## src/rtl/seg_scan_ctrl.sv

```systemverilog
// Time-multiplexed hex 7-segment scan controller with a double-buffered
// byte-write path that commits at frame boundaries and per-slot blanking.
module seg_scan_ctrl #(
    parameter int DIGITS   = 4,
    parameter int PRESCALE = 50000,
    parameter int BLANK    = 500
) (
    input  logic              clkIN,
    input  logic              rstIN,
    input  logic              wrIN,
    input  logic [7:0]        wrDataIN,
    input  logic              blankIN,
    output logic [6:0]        segOUT,
    output logic [DIGITS-1:0] digOUT,
    output logic              pendOUT,
    output logic              frameOUT
);

    localparam int BW = 4 * DIGITS;
    localparam int CW = $clog2(PRESCALE);
    localparam int SW = $clog2(DIGITS);

    localparam logic [CW-1:0] CNT_LAST   = CW'(PRESCALE - 1);
    localparam logic [CW-1:0] BLANK_LAST = CW'(BLANK - 1);
    localparam logic [SW-1:0] SLOT_LAST  = SW'(DIGITS - 1);

    typedef enum logic {
        ST_BLANK,
        ST_SHOW
    } state_t;

    state_t            state_q, state_d;
    logic [CW-1:0]     cnt_q, cnt_d;
    logic [SW-1:0]     slot_q, slot_d;
    logic [BW-1:0]     shadow_q, shadow_d;
    logic [BW-1:0]     active_q, active_d;
    logic              pend_q, pend_d;
    logic              frame_q, frame_d;
    logic [6:0]        seg_q, seg_d;
    logic [DIGITS-1:0] dig_q, dig_d;

    logic [BW-1:0]     shadow_shift;
    logic [BW-1:0]     active_shr;
    logic [3:0]        nibble;
    logic              last_cnt;
    logic              commit;

    // With only two digits the whole shadow is replaced by the new byte.
    generate
        if (DIGITS == 2) begin : g_shift_two
            assign shadow_shift = wrDataIN;
        end else begin : g_shift_many
            assign shadow_shift = {shadow_q[BW-9:0], wrDataIN};
        end
    endgenerate

    function automatic logic [6:0] hex7(input logic [3:0] n);
        case (n)
            4'h0:    hex7 = 7'b1111110;
            4'h1:    hex7 = 7'b0110000;
            4'h2:    hex7 = 7'b1101101;
            4'h3:    hex7 = 7'b1111001;
            4'h4:    hex7 = 7'b0110011;
            4'h5:    hex7 = 7'b1011011;
            4'h6:    hex7 = 7'b1011111;
            4'h7:    hex7 = 7'b1110000;
            4'h8:    hex7 = 7'b1111111;
            4'h9:    hex7 = 7'b1111011;
            4'hA:    hex7 = 7'b1110111;
            4'hB:    hex7 = 7'b0011111;
            4'hC:    hex7 = 7'b0001101;
            4'hD:    hex7 = 7'b0111101;
            4'hE:    hex7 = 7'b1001111;
            default: hex7 = 7'b1000111;
        endcase
    endfunction

    always_comb begin
        state_d  = state_q;
        cnt_d    = cnt_q;
        slot_d   = slot_q;
        shadow_d = shadow_q;
        active_d = active_q;
        pend_d   = pend_q;

        last_cnt = (cnt_q == CNT_LAST);
        if (last_cnt) begin
            cnt_d   = '0;
            state_d = ST_BLANK;
            slot_d  = (slot_q == SLOT_LAST) ? '0 : slot_q + 1'b1;
        end else begin
            cnt_d = cnt_q + 1'b1;
            if (state_q == ST_BLANK && cnt_q == BLANK_LAST) begin
                state_d = ST_SHOW;
            end
        end

        // Outputs trail the scan registers by one edge, so the commit edge is
        // the one that ends the cycle in which frameOUT is visible.
        commit = frame_q && (pend_q || wrIN);
        if (wrIN) begin
            shadow_d = shadow_shift;
            pend_d   = 1'b1;
        end
        if (commit) begin
            active_d = shadow_d;
            pend_d   = 1'b0;
        end

        frame_d    = (slot_q == SLOT_LAST) && last_cnt;
        active_shr = active_q >> {slot_q, 2'b00};
        nibble     = active_shr[3:0];

        seg_d = '0;
        dig_d = '0;
        if (state_q == ST_SHOW && !blankIN) begin
            seg_d = hex7(nibble);
            dig_d = {{(DIGITS-1){1'b0}}, 1'b1} << slot_q;
        end
    end

    always_ff @(posedge clkIN or posedge rstIN) begin
        if (rstIN) begin
            state_q  <= ST_BLANK;
            cnt_q    <= '0;
            slot_q   <= '0;
            shadow_q <= '0;
            active_q <= '0;
            pend_q   <= 1'b0;
            frame_q  <= 1'b0;
            seg_q    <= '0;
            dig_q    <= '0;
        end else begin
            state_q  <= state_d;
            cnt_q    <= cnt_d;
            slot_q   <= slot_d;
            shadow_q <= shadow_d;
            active_q <= active_d;
            pend_q   <= pend_d;
            frame_q  <= frame_d;
            seg_q    <= seg_d;
            dig_q    <= dig_d;
        end
    end

    assign segOUT   = seg_q;
    assign digOUT   = dig_q;
    assign pendOUT  = pend_q;
    assign frameOUT = frame_q;

endmodule

```

## config.mk

```make
export PLATFORM = sky130hd
export DESIGN_NAME = seg_scan_ctrl
export DESIGN_NICKNAME = d
export VERILOG_FILES = /design/src/rtl/seg_scan_ctrl.sv
export SDC_FILE = /design/constraint.sdc
export NUM_CORES = 1
export LEC_CHECK = 0
export ABC_AREA = 1
export CORE_ASPECT_RATIO = 1.5
export CORE_UTILIZATION = 55
export CTS_BUF_LIST = sky130_fd_sc_hd__clkbuf_4
export DETAILED_ROUTE_END_ITERATION = 8
export GPL_TIMING_DRIVEN = 0
export PLACE_DENSITY_LB_ADDON = 0.15
export RECOVER_POWER = 100
export SLEW_MARGIN = 10
export SYNTH_ARGS = -nofsm -noshare
export SYNTH_HDL_FRONTEND = slang
export SYNTH_SLANG_ARGS = --single-unit
```

## constraint.sdc

```tcl
create_clock -name clkIN -period 2.71 [get_ports clkIN]
set_input_delay 0.542 -clock clkIN [delete_from_list [all_inputs] [get_ports clkIN]]
set_output_delay 0.542 -clock clkIN [all_outputs]
set_load 0.01 [all_outputs]
```

### Word-level counts from Yosys, hierarchy flattened

Memories as Yosys holds them, arrays and structs flattened.
Index checks and enable logic that the tools add are counted.
Widths: inputs -> output; s select.

| storage, ports and cells | value |
|---|---|
| memory bits (read-only) | 112 |
| register bits after elaboration | 64 |
| memories kept | 1 |

| operators by class | value |
|---|---|
| bitwise operators | 1 |
| reduce and logical (&&, ||, !) cells | 8 |
| shift operators | 2 |
| equal/unequal tests | 3 |
| mux-type cells | 9 |
| add/subtract/negate cells | 2 |

Memories:

| name | words | width | read ports | clocked after memory_dff | wr ports | RTL line | source |
|---|---|---|---|---|---|---|---|
| (no name shown) | 16 | 7 | 1 | 0 | 0 | 58 | `case (n)` |

Operator list:

| operator | count |
|---|---|
| $mux 16 | 2 |
| $add 16x1->16 const B | 1 |
| $eq 16x16->1 const B | 1 |
| $eq 16x9->1 const B | 1 |
| $shr 16x4->4 | 1 |
| $mux 7 | 1 |
| $logic_and 1x1->1 | 4 |
| $mux 1 | 4 |
| $mux 4 | 1 |
| $reduce_bool 2->1 | 2 |
| $shl 1x2->4 const A | 1 |
| $add 2x1->2 const B | 1 |
| $eq 2x2->1 const B | 1 |
| $mux 2 | 1 |
| $logic_not 1->1 | 1 |
| $logic_or 1x1->1 | 1 |
| $not 1->1 | 1 |

### Depth between registers and ports, before layout

Gate-level depths: netlist of run 1.

| depth | value |
|---|---|
| depth in word-level cells | 4 |
| depth in mapped cells | 12 |
| gate-level depth less buffers | 11 |

### Worst setup path after synthesis of run 1

No wires, ideal clock.

| path | value |
|---|---|
| path kind | flip-flop to flip-flop |
| start point | register slot_q[0] |
| end point | register seg_q[5] (netlist: segOUT[5]) |
| clock period less this slack | 1584 ps |
| data arrival time | 1463 ps |
| buffers on the path | 1 |
| stages on the path, launching flop included | 10 |
| slack | 1126 ps |
| data required time | 2589 ps |
| path through | dfrtp_1 -> inv_1 -> buf_6 -> nand2_1 -> nand3_1 -> nand2_1 -> ha_1 -> nand3_1 -> o21ai_0 -> nor2_1 |

| between the ends | value |
|---|---|
| cells in the longest elaborated chain, start to end | 3 |

RTL lines:

| element | RTL line | source |
|---|---|---|
| start, declared | 34 | `logic [SW-1:0] slot_q, slot_d;` |
| start signal, assigned | 136 | `slot_q <= slot_d;` |
| $shr 16x4->4 | 111 | `active_shr = active_q >> {slot_q, 2'b00};` |
| $mem_v2 16x7 | n/a |  |
| $mux 7 | 116 | `if (state_q == ST_SHOW && !blankIN) begin` |
| named net seg_d[5] | 39 | `logic [6:0] seg_q, seg_d;` |
| end signal, assigned | 141 | `seg_q <= seg_d;` |
| end, declared | 39 |  |

The timed path passes the listed nets, and every way through them passes these cells.
A chain may end at the register's enable or synchronous reset.

### Worst setup path in the final report of run 1

| path | value |
|---|---|
| start point | register frame_q (netlist: frameOUT) |
| end point | output frameOUT |

RTL lines:

| element | RTL line | source |
|---|---|---|
| start, declared | 38 | `logic frame_q, frame_d;` |
| start signal, assigned | 140 | `frame_q <= frame_d;` |
| end, declared | 16 | `output logic frameOUT` |

No word-level cell between the ends.

==> run metrics, run 1 <==
endpoints failing setup 0; Clk pin slew, worst setup/hold paths 0.11 ns; Highest Clock Rate 0.495 GHz; CTS tree built; routed len/inst 12.0 um; Multi-input gate area 0.00128 mm2; DRT Wirelength between 5000 and 6000 um; Post-CTS Setup Inserts 0; Req. time, crit path 2.17 ns; Die Area roughly 0.0060 mm2; CTS buffer count 9; crit path max fanout 3; DR iter-0 viols 110; Mapped Area about 0.0031 mm2; hpwl dp approximately 4200 um; fin crit share ~74%; Clock Skew roughly 0.012 ns; run status complete, no violations; CP top delay family buffers and inverters; Worst Hold Endpoint shadow_q[12]$_DFF_PP0_; synthesis-to-finish area growth 16.2%; hold_ws about 0.48 ns; crit path DAT about 1.5 ns; hold path cells 2; Worst Path Buf+Inv 1; R2R Path End state_q$_DFFE_PP0P_; Die Ht between 90 and 100 um; Leakage 1.90 nW; # DRC 0; initial core utilization 57.2%; Worst Setup Start Kind flop; syn_area_per_cell just over 8 um2; RSZ-0062 raised after global routing no; CTS HTree Levels 3; Die W around 64 um; Diodes inserted 0; post-synthesis cell type count 26; GP Congestion just under 0.9; hold buffers post-CTS 0; Hold Fails Final Rpt 0; worst flop-to-flop path startpoint cnt_q[0]$_DFF_PP0_; Top Usage Layer GRT met2; largest net degree at the start of global routing 65; vias per cell between 5 and 6; Nets about 440; CP Capture Type output port; Routed Antenna Nets 0; max_slew headroom around 16%; sequential cell area fraction in the yosys report between 50 and 60%; layout cells sized above 1 about 6.6%; worst reg2reg path depth 6; Power Density between 500 and 600 mW/mm2; placed insts about 480; Total GRT Usage between 20% and 30%; Largest stage delay, worst path 0.62 ns; Max-Cap Viols 0; Via Count about 2500; fin cells 495; Seq. cell area roughly 0.0016 mm2; boundary pin count 25; met2 Track Usage GR between 30% and 40%; Syn Inst Count 386; slowest stage cell on the critical path dlygate4sd3_1; R2R Setup Slk 0.75 ns; clk sink count 64; grt met3 use 4.71%; port bufs 23; TritonRoute pass-1 iters 4; initial antenna violation count 0; post-CTS resize count 0; # rows 33; grt ovf 0; synth top area cells dfrtp_1, nand2_1, nor2_1; Fillers around 450; Slew @ Worst Pin ~1.3 ns; Max IR drop VDD between 400 and 500 uV; clock buffer depth 2; max-slew violations 0; CP Cell Sequence dlygate4sd3_1; Seq cells post-synth 64; hold_sp shadow_q[12]$_DFF_PP0_; cell taking the most area after synthesis dfrtp_1; vias in the first global route around 2300; Core Area about 0.0055 mm2; syn_nets 410; YS warnings 0; met1 Usage GRT 23.7%; kind of critical path reg2out; first-pass GRT wire length about 10000 um; Yosys top cell area share 51.0%; clock root cell clkbuf_4; Skew-Pair Late Insertion Delay between 0.4 and 0.5 ns; Worst Hold Class reg2reg; min cycle time layout approximately 2.0 ns; Total Power between 0.002 and 0.0025 W
[worst max path at each step]
stage	start	to	slack, ns	cells past startpoint
4_1_cts	frameOUT$_DFF_PP0_	frameOUT	0.76	1
3_5_place_dp	slot_q[0]$_DFFE_PP0N_	segOUT[5]$_DFF_PP0_	0.87	9
2_1_floorplan	rstIN	active_q[0]$_DFFE_PP0P_	0.57	1
6_report	frameOUT$_DFF_PP0_	frameOUT	0.69	1
5_1_grt	cnt_q[0]$_DFF_PP0_	state_q$_DFFE_PP0P_	0.53	6
3_3_place_gp	rstIN	segOUT[5]$_DFF_PP0_	-0.42	2
[where the power goes]
group	internal (W)	switching, W
Sequential	0.000991	0.0000161
Combinational	0.0000458	0.0000850
Clock	0.000655	0.000362
Total	0.00169	0.000463
[logic make-up (layout without fill, tap and decap cells)]
group | count (synthesis) | count (layout) | share of synthesized area [%]
compound gates | 31 | 31 | 5.46
simple gates | 220 | 220 | 29.8
flops | 64 | 64 | 51.0
fa+ha+maj | 12 | 12 | 4.78
buf+inv | 53 | 92 | 7.33
xor+xnor | 6 | 6 | 1.67
[placed cells by master (no fill, tap or decap), drive strengths merged]
master and instances:
o21ai 12, dfrtp 64, dlygate4sd3 15, clkdlybuf4s50 8
nand3 24, nand4 5, nor3 8, ha 12
nor2 58, or2 1, a31oi 13, bufinv 5
xor2 6, clkbuf 15, clkinv 2, inv 44
nand2 123, and2 1, buf 3, a21oi 6
[state kept, by name, indices dropped and copies added, names as in the netlist]
register	cells
active_q	16
cnt_q	16
shadow_q	16
segOUT	7
digOUT	4
slot_q	2
frameOUT	1
pendOUT	1
state_q	1
[synthesized netlist by cell type, drive strengths merged]
cell type and n:
o21ai 12, clkbuf 1, a21oi 6, nor2 58, buf 8, nand4 5, dfrtp 64, nand2 123
nor3 8, xor2 6, or2 1, nand3 24, ha 12, a31oi 13, inv 44, and2 1
[through the flow]
step           instance area (um2)  setup WS [ns]  util (%)  TNS, ns
5_1_grt                       3650          0.530      66.5        0
3_3_place_gp                  3460         -0.423      63.0   -26.77
2_1_floorplan                 3140          0.570         -        0
6_report                      3650          0.691      66.5        0
4_1_cts                       3700          0.759      67.3        0
3_5_place_dp                  3460          0.865      63.0        0
[per-layer routing]
metal  wire (um)  part of all wire [%]
met1        2520                    43
met2        3070                    52
met3         164                   2.8
met4         166                   2.8
met5           0                     0
[worst min-delay path, stage by stage (launching register included)]
cell     delay [ns]
dfrtp_1        0.34
nand2_1        0.06
nand2_1        0.06
[area by class of cell]
| cell class | count | area share (%) |
|---|---|---|
| Clock inverter | 7 | 4.59 |
| Multi-Input combinational cell | 269 | 35.0 |
| Clock buffer | 9 | 1.85 |
| Tap cell | 70 | 2.40 |
| Inverter | 44 | 4.53 |
| Timing Repair Buffer | 23 | 6.31 |
| Buffer | 9 | 1.44 |
| Sequential cell | 64 | 43.9 |
Note: power is estimated with default switching activity, not from simulation.
==> run 2, diff against run 1 <==
==> constraint.sdc (replaced) <==
create_clock -name clkIN -period 1.92 [get_ports clkIN]
set_input_delay 0.384 -clock clkIN [delete_from_list [all_inputs] [get_ports clkIN]]
set_output_delay 0.384 -clock clkIN [all_outputs]
set_load 0.01 [all_outputs]
==> run 2 against run 1 <==
First-iteration DRC count shrank 30%. Highest routed layer unchanged. Sequential cell count is the same. Largest power group is now sequential cells. Critical path type unchanged. Design area shrank 2.1%.
==> run metrics, run 2 (synthesis gave the netlist of run 1 again) <==
run status complete, no violations; Hold Fails Final Rpt 0 (unchanged); Die Ht 94.6 um (unchanged); Worst Setup Start Kind flop; Req. time, crit path 1.54 ns (-0.63 ns); # DRC 0 (unchanged); routed len/inst 11.8 um (-0.93%); CP Capture Type output port; min cycle time layout around 1.8 ns; crit path max fanout 3 (unchanged); kind of critical path reg2out; # rows 33 (unchanged); Worst Hold Class in2reg; Diodes inserted 0 (unchanged); hold buffers post-CTS 0 (unchanged); largest net degree at the start of global routing 35 (-46%); synthesis-to-finish area growth 13.7%; GP Congestion 0.863 (-0.82%); DR iter-0 viols 77 (-30%); most frequent cells in the layout nand2_1, dfrtp_1, nor2_1; Die Area 0.00602 mm2 (unchanged); Via Count 2487 (+0.20%); hold_ws 0.365 ns (-0.115 ns); boundary pin count 25 (unchanged); hpwl dp 4370 um (+3.7%); Nets 445 (+0.23%); Worst Path Buf+Inv 1 (unchanged); Total GRT Usage 21.9% (-0.15 points); layout cells sized above 1 7.04% (+0.45 points); vias in the first global route 2314 (+0.96%); Clock Skew 0.0115 ns (-0.000163 ns); first-pass GRT wire length 9920 um (-0.41%); fin crit share a little over nine tenths; initial core utilization 57.2% (unchanged); initial antenna violation count 0 (unchanged); Clk pin slew, worst setup/hold paths 0.10 ns (about the same); clock buffer depth 2 (unchanged); TritonRoute pass-1 iters 4 (unchanged); vias per cell 5.01 (about the same); post-CTS resize count 0 (unchanged); port bufs 23 (unchanged); max-slew violations 0 (unchanged); Max IR drop VDD 559 uV (+18%); fin cells 496 (+0.20%); CTS tree built; Die W 63.7 um (unchanged); endpoints failing setup 0 (unchanged); max_slew headroom 8.41% (-8.1 points); slowest stage cell on the critical path dlygate4sd3_1; Slew @ Worst Pin 1.37 ns (+0.115 ns); Core Area 0.00549 mm2 (unchanged); Fillers 477 (+5.8%); CP Cell Sequence dlygate4sd3_1; Setup TNS 0 ns (unchanged); grt ovf 0 (unchanged); Skew-Pair Late Insertion Delay 0.42 ns (about the same); DRT Wirelength 5870 um (-0.73%); Power Density 697 mW/mm2 (+18%); clk sink count 64 (unchanged); CTS HTree Levels 3 (unchanged); Leakage 1.87 nW (-1.9%); CP top delay family buffers and inverters; Routed Antenna Nets 0 (unchanged); Post-CTS Setup Inserts 0 (unchanged); Highest Clock Rate ~0.55 GHz; clock root cell clkbuf_4; crit path DAT 1.44 ns (-0.04 ns); Largest stage delay, worst path 0.61 ns (about the same); Top Registers active_q: 16 flops, cnt_q: 16 flops, shadow_q: 16 flops; CTS buffer count 9 (unchanged); most common cell after layout, fill and taps aside nand2_1; placed insts 480 (+0.21%); Max-Cap Viols 0 (unchanged); RSZ-0062 raised after global routing no
-- run 2: path summary, 6_finish.rpt --
kind | from | to | slack, ns | cells past startpoint
min | wrIN | shadow_q[11]$_DFF_PP0_ | 0.36 | 3
min in group asynchronous | rstIN | cnt_q[0]$_DFF_PP0_ | 0.71 | 2
max reg2reg | slot_q[0]$_DFFE_PP0N_ | segOUT[5]$_DFF_PP0_ | 0.14 | 9
max | frameOUT$_DFF_PP0_ | frameOUT | 0.1 | 1
max in group asynchronous | rstIN | segOUT[2]$_DFF_PP0_ | 0.48 | 3
min reg2reg | shadow_q[11]$_DFF_PP0_ | shadow_q[11]$_DFF_PP0_ | 0.47 | 2
-- run 2: area by class of cell --
class	count	area, um2	area share [%]
tap	70	87.6	2.45
buffer	9	53.8	1.51
clock buffer	11	82.6	2.31
clock inverter	5	47.5	1.33
multi-input combinational	269	1280	35.9
inverter	44	166	4.66
timing repair buffer	24	250	7.01
sequential	64	1600	44.8
-- run 2: stage by stage --
step                      worst slack, ns  power, W  cell area (um2)  utilization, %
after floorplan                     0.336   0.00158             3150               -
after global placement             0.0824   0.00163             3460            63.1
after detailed placement           0.0620   0.00164             3480            63.4
after CTS                          0.0420   0.00250             3610            65.8
after global routing              0.00481   0.00259             3570            65.0
final                              0.0988   0.00249             3570            65.0
-- run 2: power by group --
group          total [W]  switching [W]  internal (W)
Combinational   0.000191       0.000121     0.0000697
Sequential       0.00142      0.0000224       0.00140
Clock           0.000876       0.000462      0.000414
Total            0.00249       0.000605       0.00188
-- run 2: layer usage --
layer / part of all wire, % / track usage (%) / vias to the layer above
li1: - / - / 1285
met1: 43 / 23.3 / 1150
met2: 52 / 39.7 / 39
met3: 2.6 / 4.83 / 13
met4: 2.3 / 11.7 / 0
met5: 0 / 0 / -
==> run 3, diff against run 2 <==
--- a/config.mk
+++ b/config.mk
@@ -11,8 +11,10 @@
 export CTS_BUF_LIST = sky130_fd_sc_hd__clkbuf_4
 export DETAILED_ROUTE_END_ITERATION = 8
 export GPL_TIMING_DRIVEN = 0
-export PLACE_DENSITY_LB_ADDON = 0.15
+export MAX_ROUTING_LAYER = met4
+export PLACE_DENSITY = 0.76
 export RECOVER_POWER = 100
+export SETUP_SLACK_MARGIN = 0.4
 export SLEW_MARGIN = 10
 export SYNTH_ARGS = -nofsm -noshare
 export SYNTH_HDL_FRONTEND = slang
==> run 3 against run 2 <==
Worst hold slack better by 0.048 ns. Fmax up 10%. First-iteration DRC count up 140%. Design area up 8.7%. Non-clock buffer count up 12. Routed wire length up 17%. Via count up 6.3%. Critical path depth up 8. Die area unchanged. Setup slack better by 0.17 ns. Highest routed layer unchanged. Combinational power up 36%. Largest cell class unchanged. Clock-buffer cell count down 2.
==> run metrics, run 3 (synthesis gave the netlist of run 1 again) <==
GP Congestion 0.887 (+2.7%); CTS HTree Levels 3 (unchanged); Die W 63.7 um (unchanged); Req. time, crit path 2.22 ns (+0.68 ns); combinational group share of total power 10.9% (+3.2 points); most frequent cells in the layout nand2_1, dfrtp_1, nor2_1; min cycle time layout 1.65 ns (-0.168 ns); met3 WL post-DR 190 um (+23%); P_int 0.00174 W (-7.4%); cell mode on critical path inv_4; Worst Hold Class in2reg; clock buffer depth 2 (unchanged); clk sink count 64 (unchanged); sw frac 27.1% (+2.8 points); RSZ-0062 raised after global routing yes; endpoints failing setup 0 (unchanged); Top Registers active_q: 16 flops, cnt_q: 16 flops, shadow_q: 16 flops; TritonRoute pass-1 iters 5 (+1); crit path DAT 1.96 ns (+0.52 ns); grt ovf 0 (unchanged); routed len/inst 13.5 um (+14%); run status complete, no violations; Max IR drop VDD 485 uV (-13%); Die Area 0.00602 mm2 (unchanged); worst flop-to-flop path startpoint slot_q[1]$_DFFE_PP0N_; hpwl dp 4530 um (+3.6%); Die Ht 94.6 um (unchanged); worst reg2reg path depth 9 (unchanged); CP Cell Sequence clkbuf_1 -> nand3_1 -> nand2_4 -> inv_4 -> ha_4 -> inv_4 -> nand2_2 -> a21oi_2 -> nor2_1; Total GRT Usage 25.3% (+3.5 points); port bufs 23 (unchanged); Highest Clock Rate 0.605 GHz (+10%); Slew @ Worst Pin 1.21 ns (-0.158 ns); Clock power frac 29.5% (-5.7 points); first-pass GRT wire length 11300 um (+14%); initial antenna violation count 0 (unchanged); fin crit share 86.1% (-8.7 points); DRT Wirelength 6850 um (+17%); Clk pin slew, worst setup/hold paths 0.10 ns (about the same); switching power 0.000648 W (+7.0%); # rows 33 (unchanged); placed insts 480 (unchanged); Seq pwr share 59.6% (+2.5 points); layout cells sized above 1 17.8% (+11 points); Setup TNS 0 ns (unchanged); Diodes inserted 0 (unchanged); Skew-Pair Late Insertion Delay 0.41 ns (about the same); Via Count 2644 (+6.3%); clock root cell clkbuf_4; vias per cell 5.21 (+4.0%); CTS buffer count 9 (unchanged); Top Metal Used met4; Routed Antenna Nets 0 (unchanged); hold_ws 0.413 ns (+0.0480 ns); Core Area 0.00549 mm2 (unchanged); M1 wire length 2740 um (+8.7%); Largest stage delay, worst path 0.40 ns (-0.21 ns); Critical Path Start slot_q[1]$_DFFE_PP0N_; initial core utilization 57.2% (unchanged); crit path to segOUT[4]$_DFF_PP0_; Hold Fails Final Rpt 0 (unchanged); DR iter-0 viols 187 (+140%); fin cells 507 (+2.2%); Clock Skew 0.0136 ns (+0.00208 ns); CP Capture Type flop; met2 WL 3700 um (+21%); max-slew violations 0 (unchanged); hold_sp wrIN; R2R Path End segOUT[4]$_DFF_PP0_; max_slew headroom 19.0% (+11 points); Leakage 1.95 nW (+4.7%); # DRC 0 (unchanged); Power Density 616 mW/mm2 (-12%); Max-Cap Viols 0 (unchanged); vias in the first global route 2591 (+12%); CTS tree built; R2R Setup Slk 0.27 ns (+0.13 ns); slowest stage cell on the critical path dfrtp_2; largest net degree at the start of global routing 39 (+11%); synthesis-to-finish area growth 23.6%; Nets 457 (+2.7%); crit path max fanout 4 (+1); most common cell after layout, fill and taps aside nand2_1; boundary pin count 25 (unchanged); Worst Setup Start Kind flop; kind of critical path reg2reg
## run 3: cell types whose count changed in the layout (fill, tap and decap cells not counted), sizes merged
cell | previous run | this run
dlygate4sd2 | 0 | 13
clkbuf | 17 | 16
dlygate4sd3 | 15 | 2
bufinv | 1 | 0
clkinv | 4 | 6
buf | 4 | 15
## run 3: layout make-up
cell class                      count  area [um2]
Fill cell                         434        1610
Tap cell                           70        87.6
Multi-Input combinational cell    269        1540
Sequential cell                    64        1600
Clock inverter                      6        27.5
Buffer                              9        60.1
Clock buffer                        9        67.6
Inverter                           44         176
Timing Repair Buffer               36         324
## run 3: timing repair
| action | CTS | global route |
|---|---|---|
| pin swaps | 6 | 15 |
| buffers inserted | 10 | 2 |
| endpoints found under the setup margin | 20 | 15 |
| resized for setup | 31 | 50 |
| hold buffers | 0 | 0 |
## run 3: through the flow
step                      utilization (%)  worst slack (ns)  instance area [um2]  total power [W]
after floorplan                         -             0.410                 3150          0.00158
final                                70.7             0.267                 3880          0.00239
after global routing                 70.7             0.171                 3880          0.00250
after detailed placement             63.5             0.159                 3490          0.00164
after CTS                            67.5             0.374                 3710          0.00234
after global placement               63.1            0.0845                 3470          0.00163
## run 3: how the worst min path moves through the flow
stage	endpoint	slack [ns]	depth (start not counted)
5_1_grt	shadow_q[10]$_DFF_PP0_	0.45	3
2_1_floorplan	shadow_q[10]$_DFF_PP0_	0.44	2
3_3_place_gp	shadow_q[8]$_DFF_PP0_	0.45	2
3_5_place_dp	shadow_q[10]$_DFF_PP0_	0.46	2
6_report	shadow_q[11]$_DFF_PP0_	0.41	3
4_1_cts	shadow_q[11]$_DFF_PP0_	0.31	3
## run 3: power groups by stage
stage | Combinational (W) | Sequential, W | Clock [W]
after global placement | 0.000181 | 0.00145 | 0
after detailed placement | 0.000194 | 0.00145 | 0
after floorplan | 0.000134 | 0.00144 | 0
after CTS | 0.000211 | 0.00142 | 0.000710
after global routing | 0.000293 | 0.00143 | 0.000781
final | 0.000260 | 0.00142 | 0.000706
## run 3: layer usage
metal / up-vias / GRT usage [%]
li1: 1316 / -
met1: 1243 / 27.4
met2: 66 / 43.9
met3: 19 / 5.43
met4: 0 / 11.9
met5: - / -
## run 3: critical path, delay by kind of cell (launching register included)
family	cells	cell delay, ns
buffers and inverters	3	0.38
adder cells (fa/ha/maj)	1	0.17
flip-flops	1	0.40
AO/OA/AOI/OAI	1	0.15
AND/OR/NAND/NOR	4	0.44
